`config.mk`:
```
export PLATFORM = sky130hd
export DESIGN_NAME = load_store_unit
export DESIGN_NICKNAME = d
export VERILOG_FILES = /design/src/rtl/riscv_pkg.sv /design/src/rtl/lsu_data_align.sv /design/src/rtl/load_store_unit.sv
export SDC_FILE = /design/constraint.sdc
export NUM_CORES = 1
export LEC_CHECK = 0
export ABC_AREA = 1
export CORE_UTILIZATION = 41
export CTS_BUF_LIST = sky130_fd_sc_hd__clkbuf_4 sky130_fd_sc_hd__clkbuf_8
export DETAILED_ROUTE_END_ITERATION = 10
export GPL_TIMING_DRIVEN = 0
export PLACE_DENSITY = 0.8
export SETUP_SLACK_MARGIN = 0.05
export SYNTH_ARGS = -nofsm -noshare
export SYNTH_HDL_FRONTEND = slang
export SYNTH_SLANG_ARGS = --single-unit
```
`constraint.sdc`:
```
create_clock -name clk -period 1.5 [get_ports clk]
set_clock_uncertainty 0.05 [all_clocks]
set_input_delay 0.45 -clock clk [delete_from_list [all_inputs] [get_ports clk]]
set_output_delay 0.45 -clock clk [all_outputs]
set_load 0.02 [all_outputs]
```
`src/rtl/riscv_pkg.sv`:
```
// rtl/riscv_pkg.sv - RV32I load/store funct3 codes and LSU FSM state encoding
package riscv_pkg;

    localparam logic [2:0] LB  = 3'b000;
    localparam logic [2:0] LH  = 3'b001;
    localparam logic [2:0] LW  = 3'b010;
    localparam logic [2:0] LBU = 3'b100;
    localparam logic [2:0] LHU = 3'b101;
    localparam logic [2:0] SB  = 3'b000;
    localparam logic [2:0] SH  = 3'b001;
    localparam logic [2:0] SW  = 3'b010;

    localparam logic [1:0] ST_IDLE = 2'd0;
    localparam logic [1:0] ST_REQ  = 2'd1;
    localparam logic [1:0] ST_WAIT = 2'd2;
    localparam logic [1:0] ST_RESP = 2'd3;

    // Stores have no unsigned variants, so any funct3 with bit 2 set is illegal for them.
    function automatic logic funct3_illegal(input logic we, input logic [2:0] funct3);
        if (we)
            return funct3[2] || (funct3[1:0] == 2'b11);
        else
            return (funct3 == 3'b011) || (funct3 == 3'b110) || (funct3 == 3'b111);
    endfunction

endpackage

```
`src/rtl/lsu_data_align.sv`:
```
// rtl/lsu_data_align.sv - byte-enable generation, store lane replication, load extraction/extension
module lsu_data_align
    import riscv_pkg::*;
#(
    parameter int WIDTH = 32
) (
    input  logic [2:0]       funct3,
    input  logic [1:0]       offset,
    input  logic [WIDTH-1:0] store_data,
    input  logic [WIDTH-1:0] raw_data,
    output logic [3:0]       be,
    output logic [WIDTH-1:0] lane_data,
    output logic [WIDTH-1:0] load_data
);

    logic [WIDTH-1:0] shifted;

    always_comb begin
        be        = 4'b1111;
        lane_data = store_data;
        case (funct3[1:0])
            2'b00: begin
                be        = 4'b0001 << offset;
                lane_data = {4{store_data[7:0]}};
            end
            2'b01: begin
                be        = 4'b0011 << offset;
                lane_data = {2{store_data[15:0]}};
            end
            default: ;
        endcase
    end

    // Offset is already aligned down for halves and words, so a plain shift picks the lane.
    always_comb begin
        shifted   = raw_data >> {offset, 3'b000};
        load_data = shifted;
        case (funct3)
            LB:      load_data = {{(WIDTH-8){shifted[7]}}, shifted[7:0]};
            LH:      load_data = {{(WIDTH-16){shifted[15]}}, shifted[15:0]};
            LBU:     load_data = {{(WIDTH-8){1'b0}}, shifted[7:0]};
            LHU:     load_data = {{(WIDTH-16){1'b0}}, shifted[15:0]};
            default: ;
        endcase
    end

endmodule

```
`src/rtl/load_store_unit.sv`:
```
// rtl/load_store_unit.sv - RV32I load/store unit; LSU_MISALIGN_CHECK_EN turns misalignment into a fault
module load_store_unit
    import riscv_pkg::*;
#(
    parameter int WIDTH = 32
) (
    input  logic             clk,
    input  logic             rst,
    input  logic             req_valid,
    output logic             req_ready,
    input  logic             req_we,
    input  logic [2:0]       req_funct3,
    input  logic [WIDTH-1:0] req_addr,
    input  logic [WIDTH-1:0] req_wdata,
    output logic             resp_valid,
    output logic [WIDTH-1:0] resp_rdata,
    output logic             resp_err,
    output logic             mem_req,
    output logic             mem_we,
    output logic [3:0]       mem_be,
    output logic [WIDTH-1:0] mem_addr,
    output logic [WIDTH-1:0] mem_wdata,
    input  logic             mem_gnt,
    input  logic             mem_rvalid,
    input  logic [WIDTH-1:0] mem_rdata
);

    logic [1:0]       state;
    logic             lat_we;
    logic [2:0]       lat_funct3;
    logic [1:0]       lat_offset;
    logic [WIDTH-1:0] lat_wdata;

    logic             misaligned;
    logic             illegal;
    logic [1:0]       req_offset;
    logic [3:0]       be;
    logic [WIDTH-1:0] lane_data;
    logic [WIDTH-1:0] load_data;

    always_comb begin
        misaligned = ((req_funct3[1:0] == 2'b01) && req_addr[0]) ||
                     ((req_funct3[1:0] == 2'b10) && (req_addr[1:0] != 2'b00));
`ifdef LSU_MISALIGN_CHECK_EN
        illegal = funct3_illegal(req_we, req_funct3) || misaligned;
`else
        illegal = funct3_illegal(req_we, req_funct3);
`endif
        // Without the fault check, misaligned halves/words silently drop the low address bits.
        case (req_funct3[1:0])
            2'b01:   req_offset = {req_addr[1], 1'b0};
            2'b10:   req_offset = 2'b00;
            default: req_offset = req_addr[1:0];
        endcase
    end

    lsu_data_align #(.WIDTH(WIDTH)) u_align (
        .funct3     (lat_funct3),
        .offset     (lat_offset),
        .store_data (lat_wdata),
        .raw_data   (mem_rdata),
        .be         (be),
        .lane_data  (lane_data),
        .load_data  (load_data)
    );

    assign req_ready = (state == ST_IDLE);
    assign mem_req   = (state == ST_REQ);
    assign mem_we    = mem_req && lat_we;
    assign mem_be    = mem_req ? be : 4'b0000;
    assign mem_wdata = mem_req ? lane_data : '0;

    always_ff @(posedge clk) begin
        if (rst) begin
            state      <= ST_IDLE;
            lat_we     <= 1'b0;
            lat_funct3 <= 3'b000;
            lat_offset <= 2'b00;
            lat_wdata  <= '0;
            mem_addr   <= '0;
            resp_valid <= 1'b0;
            resp_err   <= 1'b0;
            resp_rdata <= '0;
        end else begin
            resp_valid <= 1'b0;
            case (state)
                ST_IDLE: begin
                    if (req_valid) begin
                        lat_we     <= req_we;
                        lat_funct3 <= req_funct3;
                        lat_offset <= req_offset;
                        lat_wdata  <= req_wdata;
                        if (illegal) begin
                            state      <= ST_RESP;
                            resp_valid <= 1'b1;
                            resp_err   <= 1'b1;
                            resp_rdata <= '0;
                        end else begin
                            state    <= ST_REQ;
                            mem_addr <= {req_addr[WIDTH-1:2], 2'b00};
                        end
                    end
                end
                ST_REQ: begin
                    if (mem_gnt)
                        state <= ST_WAIT;
                end
                ST_WAIT: begin
                    if (mem_rvalid) begin
                        state      <= ST_RESP;
                        resp_valid <= 1'b1;
                        resp_err   <= 1'b0;
                        resp_rdata <= lat_we ? '0 : load_data;
                    end
                end
                default: begin
                    state      <= ST_IDLE;
                    resp_err   <= 1'b0;
                    resp_rdata <= '0;
                end
            endcase
        end
    end

endmodule

```
==> results of run 1 <==
[layout by cell type (no fill, tap or decap), drive strengths merged, types with 7 or more instances in the layout]
master	netlist	layout
a21oi	78	78
buf	35	176
clkbuf	25	43
clkdlybuf4s50	0	99
dfxtp	104	104
ha	7	7
inv	43	44
nand2	190	190
nand3	59	59
nor2	143	143
o21ai	77	77
o22ai	8	8
o31ai	7	7
[worst paths after layout]
check | start | endpoint | slack, ps | cells after the start
worst min register to register | resp_rdata[13]$_SDFFE_PP0P_ | resp_rdata[13]$_SDFFE_PP0P_ | 410 | 2
worst max register to register | state[1]$_SDFFE_PP0P_ | resp_err$_SDFFE_PP0P_ | -230 | 11
worst min-delay path | req_funct3[0] | lat_funct3[0]$_SDFFE_PP0P_ | 390 | 3
worst max-delay path | state[1]$_SDFFE_PP0P_ | mem_wdata[22] | -620 | 7
[metal layers]
metal	vias to the layer above	GRT usage	share of wire
met5	-	0	0
met4	0	0.117	0.036
met3	70	0.0843	0.080
met2	351	0.482	0.49
met1	3166	0.348	0.39
li1	3079	-	-
[power breakdown]
group          switching, mW  leakage (nW)  internal (mW)
logic                   4.84          2.95           4.10
registers              0.531         0.857           3.24
clock network           1.06         0.106          0.940
total                   6.43          3.92           8.27
[stage by stage]
stage          TNS [ps]  power, mW
5_1_grt          -43590       15.3
6_report         -36020       14.7
3_5_place_dp     -91870       9.62
3_3_place_gp     -89310       9.56
2_1_floorplan     -1270       7.59
4_1_cts          -26900       12.4
[sequential cells by signal, summed over array words and instances, names as in the netlist]
| signal | cells |
|---|---|
| lat_wdata | 32 |
| resp_err | 1 |
| lat_offset | 2 |
| lat_we | 1 |
| resp_valid | 1 |
| resp_rdata | 32 |
| mem_addr | 30 |
| lat_funct3 | 3 |
| state | 2 |
[what timing repair did]
action	in CTS	in global routing
endpoints found under the setup margin	207	160
buffers inserted	17	16
pin swaps	25	21
hold buffers	0	0
gates cloned	4	12
gates resized for setup	584	199
[cells by family (layout without fill, tap and decap cells)]
family | count (synthesis) | in the layout
AO/OA/AOI/OAI | 173 | 173
buffers and inverters | 103 | 370
adder cells (fa/ha/maj) | 7 | 7
flip-flops | 104 | 104
other | 1 | 3
AND/OR/NAND/NOR | 398 | 398
[critical path: stages (launching register included)]
cell       delay, ps
dfxtp_4          370
inv_4             60
ha_4             160
buf_12           130
clkbuf_16        150
o21ai_2          100
nor2_4           120
buf_6            130
[area by class of cell]
cell class | instances | share of cell area
multi-input combinational | 580 | 0.381
clock buffer | 9 | 0.0133
clock inverter | 6 | 0.00968
sequential | 104 | 0.227
timing repair buffer | 254 | 0.261
tap | 168 | 0.0226
inverter | 43 | 0.0219
buffer | 58 | 0.0636
antenna | 1 | 0.000269
==> results by group, run 1 <==
Drt
  – Via count: 6666
  – DRT Pass-1 Iters: 6
  – Remaining antenna violation count after routing: 0
  – Drt drc: 0
  – WL per Instance: around 19 um
  – Drt total wl: approximately 23000 um
  – Routed vias/inst: approximately 5.5
  – DRT iter0 DRCs: 535

Yosys
  – Synth Area in Compound Gates: 0.173
  – Sequential area share after synthesis: 0.399
  – Most used DFF post-synth: dfxtp_1
  – Post-synth top cells: nand2_1, nor2_1, dfxtp_1
  – YS warnings: 0
  – Yosys reg bits: 104
  – Largest family of logic cells by synthesized area: simple AND/OR/NAND/NOR gates
  – Share of the synthesized area in the top cell type: 0.399
  – Post-Synth XOR/XNOR Area: 0
  – Count leader, synth: nand2_1
  – Top cells by area, synth: dfxtp_1, nand2_1, nor2_1
  – Mux cell area share after synthesis: 0
  – Synthesized area: 5220 um2
  – Cells after Synth: between 700 and 800
  – Distinct cell type count after synthesis: 33
  – Synth Area in Adders: 0.0168
  – EDFF count, synth: 0
  – Mapped Avg Cell Area: 6.64 um2
  – Largest area contributor in the netlist: dfxtp_1
  – Async SR Flop Fraction: 0
  – Post-synthesis simple-gate area fraction: 0.316

Floorplanning
  – Placement Rows: 40
  – Die span in x: around 110 um
  – DIE AREA: 13200 um2
  – I/O pins: 210
  – Die Height: between 100 and 150 um
  – Starting Density: 0.427
  – Core ar.: 12200 um2

Finish
  – Share of layout cells above drive strength 1: 0.391
  – Final std cells w/o fill: 1223
  – Fin area: 9310 um2
  – Multi-input logic area: 3540 um2
  – Synth-to-layout area growth: 78.3%
  – FF/Latch Area: 2110 um2
  – Fin util: 0.762
  – Fin nets: between 1000 and 1500
  – Fillers: 866

Setup path
  – WS Path Type: register to output port
  – Critical Path Sink Type: output port
  – CP Data Arrival Time: 1620 ps
  – CP Max Fanout: 5
  – Startpoint types: register
  – Worst EP required: 1000 ps

Clocking
  – Root Driver: clkbuf_8
  – TritonCTS Buffers: 9
  – Clock Path Buffers: 2
  – CTS Sinks: 104
  – Worst skew pair latency: approximately 400 ps
  – Clk slew on worst S/H paths: approximately 100 ps
  – H-tree Lvls: 3
  – CTS tree: done

Outcome
  – Outcome: finished, violations left
  – Failing checks: setup timing

Timing
  – Tcrit/Tclk final: 1.42
  – Fmax: 471 MHz
  – Rel. slew slack: 0.580
  – Final slew viol count: 0
  – Final hold violations: 0
  – Setup slack after layout: -623 ps
  – Hold slack final: 387 ps
  – Worst Tran Pin Value: about 630 ps
  – Count of final setup violators: 140
  – RSZ-0062 raised after global routing: true
  – Tmin final: 2120 ps

Global route
  – First-pass GRT wire length: approximately 29000 um
  – Initial antenna violation count: 1
  – Vias in the first global route: a little under 6000
  – GRT Total Usage: 0.288
  – Grt total ovfl: 0
  – Largest net degree at the start of global routing: 18

Placement
  – GP Congestion: about 0.91
  – Placed Area: between 7000 and 8000 um2
  – Inst Count DP: 1161
  – Hpwl dp: about 13000 um
  – IO buf count: 206
  – Setup Slack @ Placement: -839 ps

Power and ir drop
  – LEAKAGE: 3.92 nW
  – Pwr Density: between 1500 and 2000 nW/um2
  – Worst VDD drop: approximately 0.001 V

Hold path
  – Hold crit path type: input pin to register

Run
  – Max cap viols: 0
Note: power is estimated with default switching activity, not from simulation.
==> run 2: changes to the inputs <==
Settings changed: CORE_UTILIZATION 41 to 49, DONT_BUFFER_PORTS from default to 1, PLACE_DENSITY 0.8 to 0.66.
==> run 2 against run 1 <==
Net effect: the flow still finishes with violations (setup timing); sequential power rose by 6.4%; routed wire length fell by 7.7%; combinational power fell by 2.2%; non-clock buffer count fell by 196; critical path depth fell by 3; fmax rose by 0.76%.
==> results by group, run 2 (synthesized netlist as in run 1, its figures left out) <==
Setup path
  – Reg-to-Reg Start: state[1]$_SDFFE_PP0P_
  – WS Path Type: register to output port
  – CP Data Arrival Time: 1610 ps
  – CP Max Fanout: 7
  – Worst path max stage delay: 410 ps
  – CP Buf/Inv Count: 1
  – Worst EP required: 1000 ps
  – Crit-path cells: ha_4 -> clkbuf_8 -> o21ai_2 -> nor2_4
  – Reg-to-reg slack, setup: -380 ps
  – Critical Path Sink Type: output port
  – Reg2Reg Capture Point: resp_rdata[6]$_SDFFE_PP0P_
  – Worst path slowest cell: dfxtp_2
  – R2R cell count: 12
  – CP top delay family: flip-flops
  – Startpoint types: register

Timing
  – Tmin final: 2110 ps
  – Setup slack after layout: -607 ps
  – Final hold violations: 0
  – Rel. slew slack: 0.527
  – Final slew viol count: 0
  – Count of final setup violators: 142
  – Fmax: 475 MHz
  – RSZ-0062 raised after global routing: true
  – Worst Tran Pin Value: 709 ps
  – Tcrit/Tclk final: 1.40
  – Setup TNS: -43450 ps
  – Hold slack final: 142 ps

Floorplanning
  – Die span in x: about 110 um
  – Starting Density: 0.506
  – DIE AREA: 11100 um2
  – I/O pins: 210
  – Core ar.: around 10000 um2
  – Placement Rows: 37
  – Die Height: between 100 and 150 um

Global route
  – GRT Total Usage: 0.340
  – First-pass GRT wire length: between 20000 and 30000 um
  – Largest net degree at the start of global routing: 19
  – Grt total ovfl: 0
  – Vias in the first global route: 5549
  – Initial antenna violation count: 0

Hold path
  – Hold worst-path end: mem_addr[16]$_SDFFE_PP0P_
  – Worst Hold Launch: req_addr[16]
  – Hold crit path type: input pin to register
  – WHS Path Cells: 2

Finish
  – Synth-to-layout area growth: 55.5%
  – Commonest non-fill, non-tap cells in the layout: nand2_1, dfxtp_1, nor2_1
  – Number of diodes: 0
  – Fin util: 0.786
  – Fin nets: 966
  – Top flop regs: lat_wdata: 32 flops, resp_rdata: 32 flops, mem_addr: 30 flops
  – Final std cells w/o fill: slightly below 1000
  – Commonest non-fill, non-tap cell in the layout: nand2_1
  – Share of layout cells above drive strength 1: 0.477
  – Fin area: about 8000 um2

Drt
  – Drt total wl: ~21000 um
  – WL per Instance: 21.0 um
  – DRT iter0 DRCs: about 340
  – Remaining antenna violation count after routing: 0
  – Drt drc: 0
  – DRT Pass-1 Iters: 5
  – Via count: 5836
  – Routed vias/inst: 5.87

Clocking
  – Clk slew on worst S/H paths: between 100 and 150 ps
  – Worst skew pair latency: 380 ps
  – Root Driver: clkbuf_8
  – CTS Sinks: 104
  – TritonCTS Buffers: 9
  – CTS tree: done
  – Clock Path Buffers: 2
  – H-tree Lvls: 3

Power and ir drop
  – LEAKAGE: 3.14 nW
  – Power Total: between 10 and 15 mW
  – Pwr Density: 1810 nW/um2
  – Worst VDD drop: between 0.001 and 0.0015 V

Placement
  – Placed Area: between 5000 and 6000 um2
  – GP Congestion: 0.893
  – Inst Count DP: 923
  – IO buf count: 0
  – Hpwl dp: 12100 um
  – Setup Slack @ Placement: -424 ps

Outcome
  – Failing checks: setup timing
  – Outcome: finished, violations left

Run
  – Max cap viols: 0
[run 2: changes by cell type in the layout (fill, tap and decap cells not counted), sizes merged, moves of 2 or more]
cell,previous run,this run
clkbuf,43,38
dlygate4sd2,2,0
clkdlybuf4s50,99,0
buf,176,88
[run 2: per-layer routing]
layer | routed length (um) | share of wire | vias to the layer above | GRT usage
met5 | 0 | 0 | - | 0
met4 | 867 | 0.041 | 0 | 0.154
met3 | 1680 | 0.080 | 72 | 0.0961
met2 | 10600 | 0.51 | 284 | 0.577
met1 | 7810 | 0.37 | 2794 | 0.395
li1 | - | - | 2686 | -
[run 2: how the worst max path moves through the flow]
stage / startpoint / to / slack [ps] / cells after the start
after floorplan: lat_offset[0]$_SDFFE_PP0P_ / mem_be[0] / -70 / 6
after global placement: rst / state[1]$_SDFFE_PP0P_ / -400 / 4
after detailed placement: rst / mem_addr[31]$_SDFFE_PP0P_ / -420 / 4
after CTS: state[1]$_SDFFE_PP0P_ / mem_wdata[0] / -550 / 6
after global routing: state[0]$_SDFFE_PP0P_ / mem_wdata[17] / -650 / 4
final: state[0]$_SDFFE_PP0P_ / mem_wdata[17] / -610 / 4
[run 2: cell type report]
type / instances / area, um2
inverters: 43 / 231
multi-input cells: 580 / 4100
flip-flops and latches: 104 / 2090
well taps: 136 / 170
plain buffers: 53 / 548
fillers: 662 / 2210
clock inverters: 6 / 73.8
clock buffers: 10 / 138
repair buffers: 63 / 757
[run 2: worst reg2reg max path, cell delays in order, from the launching register on]
cell     delay (ps)
dfxtp_2         360
inv_2            60
buf_4           130
buf_6           110
ha_4            220
inv_4            90
nor2_4           40
nor2_4          100
nand2_4         130
nor2_8          170
buf_8           170
nand2_4          50
a21oi_2         150
[run 2: timing repair]
action,in CTS,in global routing
gates cloned,17,3
gates resized for setup,275,211
hold buffers,0,0
setup buffers,33,18
pin swaps,96,76
setup endpoints to repair,142,143
[run 2: where the power goes]
part	leakage, nW	switching [mW]	internal [mW]
logic	2.18	5.05	3.69
registers	0.852	0.789	3.22
clock network	0.101	1.10	0.839
total	3.14	6.94	7.75
==> run 3: changes to the inputs <==
Clock period 1.5 ns to 1.9 ns, I/O delays scaled along.
==> run 3 against run 2 <==
Net effect: first-iteration DRC count fell by 11%; highest routed layer unchanged; sequential share of layout area rose by 8.3 points; largest cell class unchanged; combinational power fell by 53%; non-clock buffer count fell by 49; core utilization fell by 19 points; die area did not move; via count fell by 10%; final cell count fell by 4.9%; the flow still finishes with violations (setup timing).
==> results by group, run 3 (synthesized netlist as in run 1, its figures left out) <==
Outcome
  – Outcome: finished, violations left
  – Failing checks: setup timing

Drt
  – Routed vias/inst: 5.54
  – DRT iter0 DRCs: 304
  – Via count: 5238
  – WL per Instance: 17.2 um
  – Remaining antenna violation count after routing: 0
  – Drt total wl: 16300 um
  – DRT Pass-1 Iters: 5
  – Drt drc: 0

Global route
  – Initial antenna violation count: 1
  – First-pass GRT wire length: 25300 um
  – Vias in the first global route: 5157
  – GRT Total Usage: 0.293
  – Grt total ovfl: 0
  – Largest net degree at the start of global routing: 20

Power and ir drop
  – Worst VDD drop: about 0.00076 V
  – Pwr Density: between 1000 and 1500 nW/um2
  – Power Total: 8.56 mW
  – Pint: between 4 and 5 mW
  – Clock share of power: 0.168
  – LEAKAGE: 2.44 nW
  – Combinational Power Share: 0.480
  – Flop pwr share: 0.352
  – Net Switching: roughly 4.0 mW
  – Sw Ratio: 0.466

Setup path
  – Critical Path Sink Type: output port
  – Worst EP required: around 1300 ps
  – Worst Setup SP: lat_funct3[1]$_SDFFE_PP0P_
  – CP Data Arrival Time: roughly 1600 ps
  – Startpoint types: register
  – WS Path Type: register to output port
  – Reg-to-Reg Start: state[1]$_SDFFE_PP0P_
  – CP Max Fanout: 10

Finish
  – Fin nets: 917
  – Synth-to-layout area growth: 17.6%
  – Share of layout cells above drive strength 1: 0.178
  – Top flop regs: lat_wdata: 32 flops, resp_rdata: 32 flops, mem_addr: 30 flops
  – Commonest non-fill, non-tap cells in the layout: nand2_1, nor2_1, dfxtp_1
  – Final std cells w/o fill: around 950
  – Commonest non-fill, non-tap cell in the layout: nand2_1

Run
  – Max cap viols: 0

Clocking
  – TritonCTS Buffers: 9
  – H-tree Lvls: 3
  – Root Driver: clkbuf_8
  – Clock Path Buffers: 2
  – CTS Sinks: 104
  – Worst skew pair latency: between 300 and 400 ps
  – CTS tree: done
  – Clk slew on worst S/H paths: 100 ps

Placement
  – Hpwl dp: 12200 um
  – Inst Count DP: 923
  – Setup Slack @ Placement: -310 ps
  – IO buf count: 0
  – GP Congestion: ~0.89

Timing
  – Final hold violations: 0
  – Setup slack after layout: -293 ps
  – Final slew viol count: 0
  – Worst Tran Pin Value: 509 ps
  – Tcrit/Tclk final: 1.15
  – Count of final setup violators: 37
  – Tmin final: 2190 ps
  – Fmax: between 400 and 500 MHz
  – Setup TNS: -7890 ps
  – Rel. slew slack: 0.661
  – RSZ-0062 raised after global routing: true

Floorplanning
  – Die Height: 105 um
  – I/O pins: 210
  – DIE AREA: 11100 um2
  – Core ar.: 10300 um2
  – Placement Rows: 37
  – Starting Density: 0.506
  – Die span in x: ~110 um

Hold path
  – Hold crit path type: input pin to register
  – Worst Hold Launch: req_addr[1]
run 3: repair_timing:
item	4_1_cts	5_1_grt
pin swaps	22	18
hold endpoints to repair	0	0
gates cloned	2	0
setup endpoints to repair	139	90
gates resized for setup	123	23
setup buffers	6	0
hold buffers	0	0
run 3: cell type report:
| type | count | area (um2) |
|---|---|---|
| Fill cell | 974 | 4190 |
| Clock inverter | 6 | 80.1 |
| Clock buffer | 9 | 124 |
| Multi-Input combinational cell | 580 | 3000 |
| Tap cell | 136 | 170 |
| Timing Repair Buffer | 8 | 68.8 |
| Sequential cell | 104 | 2090 |
| Inverter | 43 | 174 |
| Antenna cell | 1 | 2.50 |
| Buffer | 59 | 419 |
run 3: power groups by stage:
stage                     combinational (mW)  sequential (mW)  clock (mW)
after detailed placement                3.36             3.01           0
after global routing                    4.50             3.05        1.53
final                                   4.11             3.01        1.44
after floorplan                         2.63             2.93           0
after CTS                               3.99             3.01        1.46
after global placement                  3.31             2.99           0
run 3: final timing paths:
kind	to	slack (ps)	depth (start not counted)
setup / recovery	mem_wdata[8]	-290	5
hold / removal	lat_offset[1]$_SDFFE_PP0P_	290	2
setup reg to reg	resp_rdata[14]$_SDFFE_PP0P_	40	11
hold reg to reg	lat_wdata[21]$_SDFFE_PP0P_	450	2
run 3: stage by stage:
step | cell area, um2 | hold slack [ps] | util
after detailed placement | 5450 | 429 | 0.528
after floorplan | 5280 | 394 | -
after global placement | 5450 | 418 | 0.528
final | 6140 | 287 | 0.594
after global routing | 6130 | 275 | 0.594
after CTS | 6080 | 275 | 0.589
run 3: routing by layer:
| layer | vias to the layer above | GRT usage | wire (um) |
|---|---|---|---|
| met5 | - | 0 | 0 |
| met4 | 0 | 0.136 | 527 |
| met3 | 42 | 0.0873 | 1350 |
| met2 | 213 | 0.512 | 7950 |
| met1 | 2406 | 0.323 | 6450 |
| li1 | 2577 | - | - |
run 3: critical path, cell delays in order, from the launching register on:
cell,delay [ps]
dfxtp_2,330
buf_6,120
nor2_2,200
clkbuf_8,230
nor2_1,60
nor2_2,260
